--- config.mk ---
export PLATFORM = sky130hd
export DESIGN_NAME = multi_pattern_generator
export DESIGN_NICKNAME = d
export VERILOG_FILES = /design/src/rtl/multi_pattern_generator_pkg.sv /design/src/rtl/multi_pattern_generator_pixel_position_counter.sv /design/src/rtl/multi_pattern_generator.sv
export SDC_FILE = /design/constraint.sdc
export NUM_CORES = 1
export LEC_CHECK = 0
export CORE_UTILIZATION = 28
export CTS_BUF_LIST = sky130_fd_sc_hd__clkbuf_2 sky130_fd_sc_hd__clkbuf_4 sky130_fd_sc_hd__clkbuf_8
export DETAILED_ROUTE_END_ITERATION = 7
export PLACE_DENSITY = 0.4
export SKIP_CTS_REPAIR_TIMING = 1
export SLEW_MARGIN = 20
export SYNTH_ARGS = -nofsm -noshare
export SYNTH_HDL_FRONTEND = slang
export SYNTH_SLANG_ARGS = --single-unit
--- constraint.sdc ---
create_clock -name CLK -period 7.7 [get_ports CLK]
set_input_delay 1.925 -clock CLK [delete_from_list [all_inputs] [get_ports CLK]]
set_output_delay 1.925 -clock CLK [all_outputs]
set_load 0.005 [all_outputs]
--- src/rtl/multi_pattern_generator_pkg.sv ---
// rtl/multi_pattern_generator_pkg.sv - pattern codes and colour-bar table shared by the generator
package multi_pattern_generator_pkg;

    localparam logic [3:0] PAT_BLACK    = 4'd0;
    localparam logic [3:0] PAT_RED      = 4'd1;
    localparam logic [3:0] PAT_GREEN    = 4'd2;
    localparam logic [3:0] PAT_BLUE     = 4'd3;
    localparam logic [3:0] PAT_WHITE    = 4'd4;
    localparam logic [3:0] PAT_BARS     = 4'd5;
    localparam logic [3:0] PAT_CHECKER  = 4'd6;
    localparam logic [3:0] PAT_GRADIENT = 4'd7;
    localparam logic [3:0] PAT_BORDER   = 4'd8;

    typedef struct packed {
        logic r;
        logic g;
        logic b;
    } rgb_flags_t;

    // Entry 0 (rightmost) is the leftmost bar on screen.
    localparam rgb_flags_t [7:0] BAR_TABLE = {
        rgb_flags_t'(3'b000),   // 7 black
        rgb_flags_t'(3'b001),   // 6 blue
        rgb_flags_t'(3'b100),   // 5 red
        rgb_flags_t'(3'b101),   // 4 magenta
        rgb_flags_t'(3'b010),   // 3 green
        rgb_flags_t'(3'b011),   // 2 cyan
        rgb_flags_t'(3'b110),   // 1 yellow
        rgb_flags_t'(3'b111)    // 0 white
    };

endpackage

--- src/rtl/multi_pattern_generator_pixel_position_counter.sv ---
// rtl/multi_pattern_generator_pixel_position_counter.sv - sync delay, column/row counters and frame-start detect
module pixel_position_counter #(
    parameter int ACTIVE_COLS = 640,
    parameter int ACTIVE_ROWS = 480,
    parameter int COL_W       = $clog2(ACTIVE_COLS),
    parameter int ROW_W       = $clog2(ACTIVE_ROWS)
) (
    input  logic             clk,
    input  logic             reset,
    input  logic             hsync,
    input  logic             vsync,
    output logic             hs_d1,
    output logic             vs_d1,
    output logic [COL_W-1:0] col,
    output logic [ROW_W-1:0] row,
    output logic             frame_start
);

    localparam logic [COL_W-1:0] COL_MAX = COL_W'(ACTIVE_COLS - 1);
    localparam logic [ROW_W-1:0] ROW_MAX = ROW_W'(ACTIVE_ROWS - 1);

    logic active;
    logic vs_armed;

    assign active = hsync & vsync;

    // A frame start needs VSync seen low since reset, so releasing reset
    // in the middle of a frame does not count as a new frame.
    assign frame_start = vsync & ~vs_d1 & vs_armed;

    always_ff @(posedge clk) begin
        if (reset) begin
            hs_d1    <= 1'b0;
            vs_d1    <= 1'b0;
            col      <= '0;
            row      <= '0;
            vs_armed <= 1'b0;
        end else begin
            hs_d1 <= hsync;
            vs_d1 <= vsync;

            if (active && hs_d1 && vs_d1) begin
                if (col != COL_MAX) begin
                    col <= col + 1'b1;
                end
            end else begin
                col <= '0;
            end

            if (!vsync) begin
                row <= '0;
            end else if (hs_d1 && !hsync && (row != ROW_MAX)) begin
                row <= row + 1'b1;
            end

            if (!vsync) begin
                vs_armed <= 1'b1;
            end
        end
    end

endmodule

--- src/rtl/multi_pattern_generator.sv ---
// rtl/multi_pattern_generator.sv - two-stage video test pattern generator
module multi_pattern_generator
    import multi_pattern_generator_pkg::*;
#(
    parameter int VIDEO_WIDTH = 3,
    parameter int ACTIVE_COLS = 640,
    parameter int ACTIVE_ROWS = 480,
    parameter int CB_SHIFT    = 5
) (
    input  logic                   CLK,
    input  logic                   i_Reset,
    input  logic                   i_HSync,
    input  logic                   i_VSync,
    input  logic [3:0]             i_Pattern,
    output logic                   o_HSync,
    output logic                   o_VSync,
    output logic [VIDEO_WIDTH-1:0] o_Red,
    output logic [VIDEO_WIDTH-1:0] o_Green,
    output logic [VIDEO_WIDTH-1:0] o_Blue
);

    localparam int COL_W = $clog2(ACTIVE_COLS);
    localparam int ROW_W = $clog2(ACTIVE_ROWS);
    localparam logic [COL_W-1:0] COL_MAX = COL_W'(ACTIVE_COLS - 1);
    localparam logic [ROW_W-1:0] ROW_MAX = ROW_W'(ACTIVE_ROWS - 1);
    localparam logic [VIDEO_WIDTH-1:0] CH_MAX = {VIDEO_WIDTH{1'b1}};

    logic             hs_d1;
    logic             vs_d1;
    logic [COL_W-1:0] col;
    logic [ROW_W-1:0] row;
    logic             frame_start;
    logic [3:0]       mode;

    logic [31:0]            col_ext;
    logic [2:0]             bar_idx;
    rgb_flags_t             bar_rgb;
    logic [VIDEO_WIDTH-1:0] grad;
    logic [VIDEO_WIDTH-1:0] red_n;
    logic [VIDEO_WIDTH-1:0] green_n;
    logic [VIDEO_WIDTH-1:0] blue_n;

    pixel_position_counter #(
        .ACTIVE_COLS (ACTIVE_COLS),
        .ACTIVE_ROWS (ACTIVE_ROWS),
        .COL_W       (COL_W),
        .ROW_W       (ROW_W)
    ) u_pos (
        .clk         (CLK),
        .reset       (i_Reset),
        .hsync       (i_HSync),
        .vsync       (i_VSync),
        .hs_d1       (hs_d1),
        .vs_d1       (vs_d1),
        .col         (col),
        .row         (row),
        .frame_start (frame_start)
    );

    // Loaded on the same edge as the first pixel's position, so a pixel
    // coincident with the VSync rising edge already sees the new pattern.
    always_ff @(posedge CLK) begin
        if (i_Reset) begin
            mode <= PAT_BLACK;
        end else if (frame_start) begin
            mode <= i_Pattern;
        end
    end

    assign col_ext = 32'(col);
    assign bar_idx = 3'((col_ext * 32'd8) / 32'(ACTIVE_COLS));
    assign grad    = VIDEO_WIDTH'((col_ext << VIDEO_WIDTH) / 32'(ACTIVE_COLS));
    assign bar_rgb = BAR_TABLE[bar_idx];

    always_comb begin
        red_n   = '0;
        green_n = '0;
        blue_n  = '0;
        if (hs_d1 && vs_d1) begin
            case (mode)
                PAT_RED:   red_n   = CH_MAX;
                PAT_GREEN: green_n = CH_MAX;
                PAT_BLUE:  blue_n  = CH_MAX;
                PAT_WHITE: begin
                    red_n   = CH_MAX;
                    green_n = CH_MAX;
                    blue_n  = CH_MAX;
                end
                PAT_BARS: begin
                    red_n   = bar_rgb.r ? CH_MAX : '0;
                    green_n = bar_rgb.g ? CH_MAX : '0;
                    blue_n  = bar_rgb.b ? CH_MAX : '0;
                end
                PAT_CHECKER: begin
                    if (col[CB_SHIFT] ^ row[CB_SHIFT]) begin
                        red_n   = CH_MAX;
                        green_n = CH_MAX;
                        blue_n  = CH_MAX;
                    end
                end
                PAT_GRADIENT: begin
                    red_n   = grad;
                    green_n = grad;
                    blue_n  = grad;
                end
                PAT_BORDER: begin
                    if ((col == '0) || (col == COL_MAX) || (row == '0) || (row == ROW_MAX)) begin
                        red_n   = CH_MAX;
                        green_n = CH_MAX;
                        blue_n  = CH_MAX;
                    end
                end
                default: begin
                    red_n   = '0;
                    green_n = '0;
                    blue_n  = '0;
                end
            endcase
        end
    end

    always_ff @(posedge CLK) begin
        if (i_Reset) begin
            o_HSync <= 1'b0;
            o_VSync <= 1'b0;
            o_Red   <= '0;
            o_Green <= '0;
            o_Blue  <= '0;
        end else begin
            o_HSync <= hs_d1;
            o_VSync <= vs_d1;
            o_Red   <= red_n;
            o_Green <= green_n;
            o_Blue  <= blue_n;
        end
    end

endmodule

==> results.yml, run 1 <==
run_status:
  status: "finished clean"
cts:
  cts_tree: "built"
  cts.path.max_buffers: 2
  insertion_delay_ns: 0.29
  h-tree-depth: 2
  cts_sinks: 37
  cts.clk_slew.worst_paths_ns: 0.08
  ctsRootBufferMaster: "clkbuf_8"
  cts_buffers: 5
timing:
  timing_worst_slew_pin_value_ns: 0.847
  finalSetupViolCount: 0
  slew_viol_final: 0
  max_slew_margin_pct: 43.4
  period_share_pct: 51.8
  rsz0062_at_grt: "no"
  timing.fmax_mhz: 251
  clock_skew_ns: 0.00654
  setup-tns-final_ns: 0
  period_minus_slack_ns: 3.99
  hold_viol_final: 0
setup_path:
  rr_worst_depth: 12
  r2r_end: "o_Blue[0]"
  crit_required_ns: 7.86
  critical_path.endpoint_type: "flop"
  crit_path_max_fanout: 7
  regToRegStartpoint: "u_pos.col[0]"
  critPathKind: "flop to flop"
  critical_path.startpoint_type: "flop"
  reg2reg_slack_ns: 3.71
  cp.arrival_ns: 4.14
drt:
  routed_wl_mm: 6.26
  wl_met2_mm: 2.89
  ant_nets: 0
  wl_met1_mm: 3.14
  avgRoutedWirePerCell_um: 14.1
  remaining_drc_errors: 0
  top_layer_used: "met4"
  viasPerCell: 5.20
  drtIter0Drc: 81
  routed-wl-met3_um: 148
  num_vias: 2303
  dr.pass1.iters: 4
yosys:
  syn_inst: 327
  synthFlopType: "dfxtp_1"
  syn_nets: 341
  synthArstFlopShare_pct: 0
  synth-seq-cells: 37
  yosysMostFrequentCell: "nor2_1"
  syn_avg_cell_area_um2: 7.73
  synthTopCellsByCount: "52 x nor2_1, 37 x dfxtp_1, 19 x a21oi_1, 19 x nand2_1"
  netlist_area_um2: 2530
  ys_top_cells_by_area: "dfxtp_1 29%, nor2_1 7.7%, xnor2_1 5.2%"
  netlist.area_leader.share_pct: 29.3
  yosys.area.top_type: "dfxtp_1"
  synth-edff-count: 0
  yosysSeqAreaShare_pct: 29.3
  ys_warn_count: 0
  synth_cell_type_count: 60
floorplanning:
  io_pins: 19
  die_w_um: 97.0
  core-area_um2: 8720
  rows: 34
  die_h_um: 97.0
  start_util_pct: 29.0
  die_area_um2: 9410
min_path:
  hold_path_depth: 2
  hp-start: "u_pos.vs_armed"
  hold_path_end: "u_pos.vs_armed"
  hold_path.class: "flop to flop"
finish:
  insertedDiodeCount: 0
  fin_nets: 348
  final_util_pct: 33.2
  drive_gt1_share_pct: 6.27
  syn_to_final_growth_pct: 14.4
power_and_ir_drop:
  pwr_density_cell_nw_per_um2: 136
  p_leak_nw: 0.983
  ir_worst_vdd_uv: 57.8
job:
  drv_cap: 0
grt:
  antenna_found_initial: 0
  grt_pass1_wl_mm: 10.9
  grt_pass1_vias: 2285
  grt_usage_pct: 14.0
  grt_remaining_overflow: 0
  grt_max_degree: 21
placed_design:
  gp_congestion: 0.753
  io_buffers: 18
  hpwl_mm: 4.81
## flip-flops by register name, summed over array words and instances, names as in the netlist
signal	cells
o_Red	3
u_pos.hs_d1	1
mode	4
o_Green	3
u_pos.row	9
o_Blue	3
u_pos.vs_armed	1
u_pos.vs_d1	1
o_HSync	1
u_pos.col	10
o_VSync	1
## cell families (layout without fill, tap and decap cells)
kind of cell	after synthesis	in the layout	share of synthesized area, %
multiplexers	7	7	2.77
adder cells (fa/ha/maj)	6	6	2.97
AO/OA/AOI/OAI	80	80	22.2
buffers and inverters	33	41	5.05
XOR/XNOR	23	23	7.97
flip-flops	37	37	29.3
AND/OR/NAND/NOR	141	141	29.8
## metrics by stage
step | cell area, um2 | power [mW] | hold slack (ns) | instances | setup WS (ns)
6_report | 2890 | 0.393 | 0.453 | 443 | 3.71
5_1_grt | 2890 | 0.410 | 0.475 | 443 | 3.39
4_1_cts | 2890 | 0.400 | 0.458 | 443 | 3.73
3_5_place_dp | 2770 | 0.219 | 0.446 | 435 | 3.75
3_3_place_gp | 2770 | 0.219 | 0.439 | 435 | 3.79
2_1_floorplan | 2530 | 0.212 | 0.426 | 327 | 4.11
## metal layers
| layer | vias up | GRT usage [%] |
|---|---|---|
| met5 | - | 0 |
| met4 | 0 | 4.48 |
| met3 | 7 | 2.67 |
| met2 | 28 | 22.9 |
| met1 | 1079 | 18.5 |
| li1 | 1189 | - |
## worst max-delay path by stage
stage                     slack (ns)    endpoint          from  cells past startpoint
after global routing            3.39    o_Red[1]  u_pos.col[1]                     13
after floorplan                 4.11  o_Green[0]  u_pos.col[0]                     14
final                           3.71   o_Blue[0]  u_pos.col[0]                     12
after CTS                       3.73  o_Green[0]  u_pos.col[0]                     13
after detailed placement        3.75  o_Green[0]  u_pos.col[0]                     13
after global placement          3.79  o_Green[0]  u_pos.col[0]                     12
## worst max-delay path: stages, from the launching register on
cell and delay, ns:
dfxtp_1 0.46, inv_1 0.13, ha_1 0.27, or4b_1 0.63, nor3_1 0.30, a21oi_1 0.23
or4_1 0.57, a31oi_1 0.23, o211ai_1 0.12, o2111a_1 0.21, and4b_1 0.22, o31ai_1 0.36
a31oi_1 0.13
## report_power, final
part           switching [mW]  internal [mW]
logic                 0.00876        0.00910
registers             0.00292          0.194
clock network          0.0693          0.109
total                  0.0810          0.312
## final cells by class
| class | instances | area, um2 |
|---|---|---|
| sequential | 37 | 741 |
| inverter | 15 | 56.3 |
| clock buffer | 7 | 90.1 |
| fill | 933 | 5830 |
| tap | 108 | 135 |
| multi-input combinational | 257 | 1660 |
| clock inverter | 1 | 30.0 |
| timing repair buffer | 18 | 180 |
## placed cells by master, fill, tap and decap left out, drive strengths merged, types with 4 or more instances in the layout
cell / n
dfxtp: 37
clkbuf: 7
nor3: 12
nand3: 12
and2: 4
ha: 6
and3: 4
nor4: 8
o21a: 10
a31oi: 5
clkdlybuf4s50: 18
nand2: 19
nor2b: 6
or3: 4
xor2: 8
xnor2: 15
a211oi: 4
a21oi: 19
inv: 15
or4: 4
o21ai: 14
mux2i: 7
nor2: 52
No activity file was read; power rests on OpenSTA's default activity.
==> inputs of run 2 (changes only) <==
--- a/config.mk
+++ b/config.mk
@@ -8,7 +8,7 @@
 export CORE_UTILIZATION = 28
 export CTS_BUF_LIST = sky130_fd_sc_hd__clkbuf_2 sky130_fd_sc_hd__clkbuf_4 sky130_fd_sc_hd__clkbuf_8
 export DETAILED_ROUTE_END_ITERATION = 7
-export PLACE_DENSITY = 0.4
+export PLACE_DENSITY = 0.42
 export SKIP_CTS_REPAIR_TIMING = 1
 export SLEW_MARGIN = 20
 export SYNTH_ARGS = -nofsm -noshare
==> constraint.sdc (replaced) <==
create_clock -name CLK -period 3.3 [get_ports CLK]
set_input_delay 0.825 -clock CLK [delete_from_list [all_inputs] [get_ports CLK]]
set_output_delay 0.825 -clock CLK [all_outputs]
set_load 0.005 [all_outputs]
==> results.yml, run 2 (synthesis gave the netlist of run 1 again) <==
setup_path:
  max_stage_delay_ns: 0.47
  r2r_end: "o_Blue[0]"
  crit_path_max_fanout: 6
  rr_worst_depth: 13
  critical_path.startpoint_type: "flop"
  reg2reg_slack_ns: -0.09
  cp_cell_sequence: "inv_2, ha_2, or4b_4, buf_8, nor4_4, nor3_4, or3_4, o211a_1, o21a_1, o2111a_2, and4b_2, or3_1, a31oi_1"
  regToRegStartpoint: "u_pos.col[0]"
  critical_path.endpoint_type: "flop"
  path_delay_family: "simple AND/OR/NAND/NOR gates"
  cp.arrival_ns: 3.59
  critPathKind: "flop to flop"
  cp_slowest_cell: "or4b_4"
  crit_required_ns: 3.50
  path_buf_inv: 2
placed_design:
  io_buffers: 18
  hpwl_mm: 5.20
  place_area_um2: 3170
  dp_cells: 483
  gp_congestion: 0.779
run_status:
  status: "finished with violations"
  violations: "negative setup slack"
drt:
  drtIter0Drc: 97
  dr.pass1.iters: 4
  wl_met1_mm: 3.24
  viasPerCell: 5.01
  remaining_drc_errors: 0
  avgRoutedWirePerCell_um: 13.4
  routed-wl-met3_um: 156
  ant_nets: 0
  wl_met2_mm: 3.18
  num_vias: 2465
  routed_wl_mm: 6.61
  top_layer_used: "met4"
grt:
  grt_usage_pct: 14.5
  grt_max_degree: 13
  grt_pass1_vias: 2369
  grt_remaining_overflow: 0
  grt_pass1_wl_mm: 11.3
  antenna_found_initial: 0
timing:
  finalSetupViolCount: 5
  max_slew_margin_pct: 54.6
  clock_skew_ns: 0.00562
  slew_viol_final: 0
  hold_viol_final: 0
  setup_slack_ns: -0.0921
  timing.fmax_mhz: 295
  period_share_pct: 103
  rsz0062_at_grt: "yes"
  setup-tns-final_ns: -0.237
  period_minus_slack_ns: 3.39
  timing_worst_slew_pin_value_ns: 0.671
floorplanning:
  die_h_um: 97.0
  rows: 34
  core-area_um2: 8720
  die_w_um: 97.0
  die_area_um2: 9410
  io_pins: 19
  start_util_pct: 29.0
cts:
  cts.path.max_buffers: 2
  cts_sinks: 37
  cts.clk_slew.worst_paths_ns: 0.08
  ctsRootBufferMaster: "clkbuf_8"
  cts_tree: "built"
  h-tree-depth: 2
  insertion_delay_ns: 0.28
  cts_buffers: 5
power_and_ir_drop:
  clkPwrFrac_pct: 38.5
  p_leak_nw: 1.23
  pwr_density_cell_nw_per_um2: 242
  swShare_pct: 23.1
  power_frac_comb_pct: 5.5
  p_total_uw: 818
  p_seq_share_pct: 56.0
  p_sw_uw: 189
  p_int_uw: 629
  ir_worst_vdd_uv: 119
finish:
  reg_top3: "u_pos.col (10), u_pos.row (9), mode (4)"
  final_cell_area_um2: 3390
  top_register: "u_pos.col"
  fin_cells: 492
  multiInputGateArea_um2: 1810
  insertedDiodeCount: 0
  final_common_cell: "nor2_1"
  final_cell_mix: "50 x nor2_1, 48 x buf_4, 35 x dfxtp_1, 19 x nand2_1"
  syn_to_final_growth_pct: 33.9
  fill_cells: 888
  fin_nets: 397
  drive_gt1_share_pct: 25.0
  largest_reg_flops: 10
  final_util_pct: 38.8
  seqCellArea_um2: 743
min_path:
  hp-start: "u_pos.vs_armed"
  hold_path_depth: 2
  hold_path.class: "flop to flop"
  hold_path_end: "u_pos.vs_armed"
job:
  drv_cap: 0
-- run 2: cell types whose count changed in the layout (fill, tap and decap cells not counted), sizes merged --
cell and change:
clkbuf -1, buf +49, bufinv -1, clkinv +2
-- run 2: layout make-up --
class	instances	share of cell area [%]
Clock inverter	2	0.296
Clock buffer	6	2.25
Timing Repair Buffer	67	16.4
Multi-Input combinational cell	257	53.5
Tap cell	108	3.99
Inverter	15	1.66
Sequential cell	37	21.9
-- run 2: stage by stage --
stage,setup slack [ns],hold slack [ns]
after floorplan,0.00182,0.426
after global placement,-0.136,0.433
after detailed placement,-0.147,0.445
after CTS,-0.168,0.457
after global routing,-0.233,0.497
final,-0.0921,0.455
-- run 2: how the worst max path moves through the flow --
stage,startpoint,endpoint,cells past startpoint
after floorplan,u_pos.col[1],o_Green[0],13
after global placement,u_pos.col[0],o_Green[0],13
after detailed placement,u_pos.col[0],o_Blue[0],13
after CTS,u_pos.col[0],o_Blue[0],13
after global routing,u_pos.col[0],o_Green[0],15
final,u_pos.col[0],o_Blue[0],13
-- run 2: power groups by stage --
stage	Combinational (mW)	Clock, mW	Sequential [mW]
final	0.0446	0.315	0.458
after global placement	0.0440	0	0.469
after CTS	0.0439	0.334	0.458
after detailed placement	0.0438	0	0.469
after floorplan	0.0304	0	0.464
after global routing	0.0494	0.355	0.460
-- run 2: metal layers --
layer  track usage, %  vias to the layer above
met5                0                        -
li1                 -                     1282
met1             19.5                     1153
met3             2.60                        4
met2             24.2                       26
met4             2.99                        0
-- run 2: worst min-delay path, stage by stage (launching register included) --
cell     delay, ns
dfxtp_1       0.32
inv_1         0.05
a21oi_1       0.05
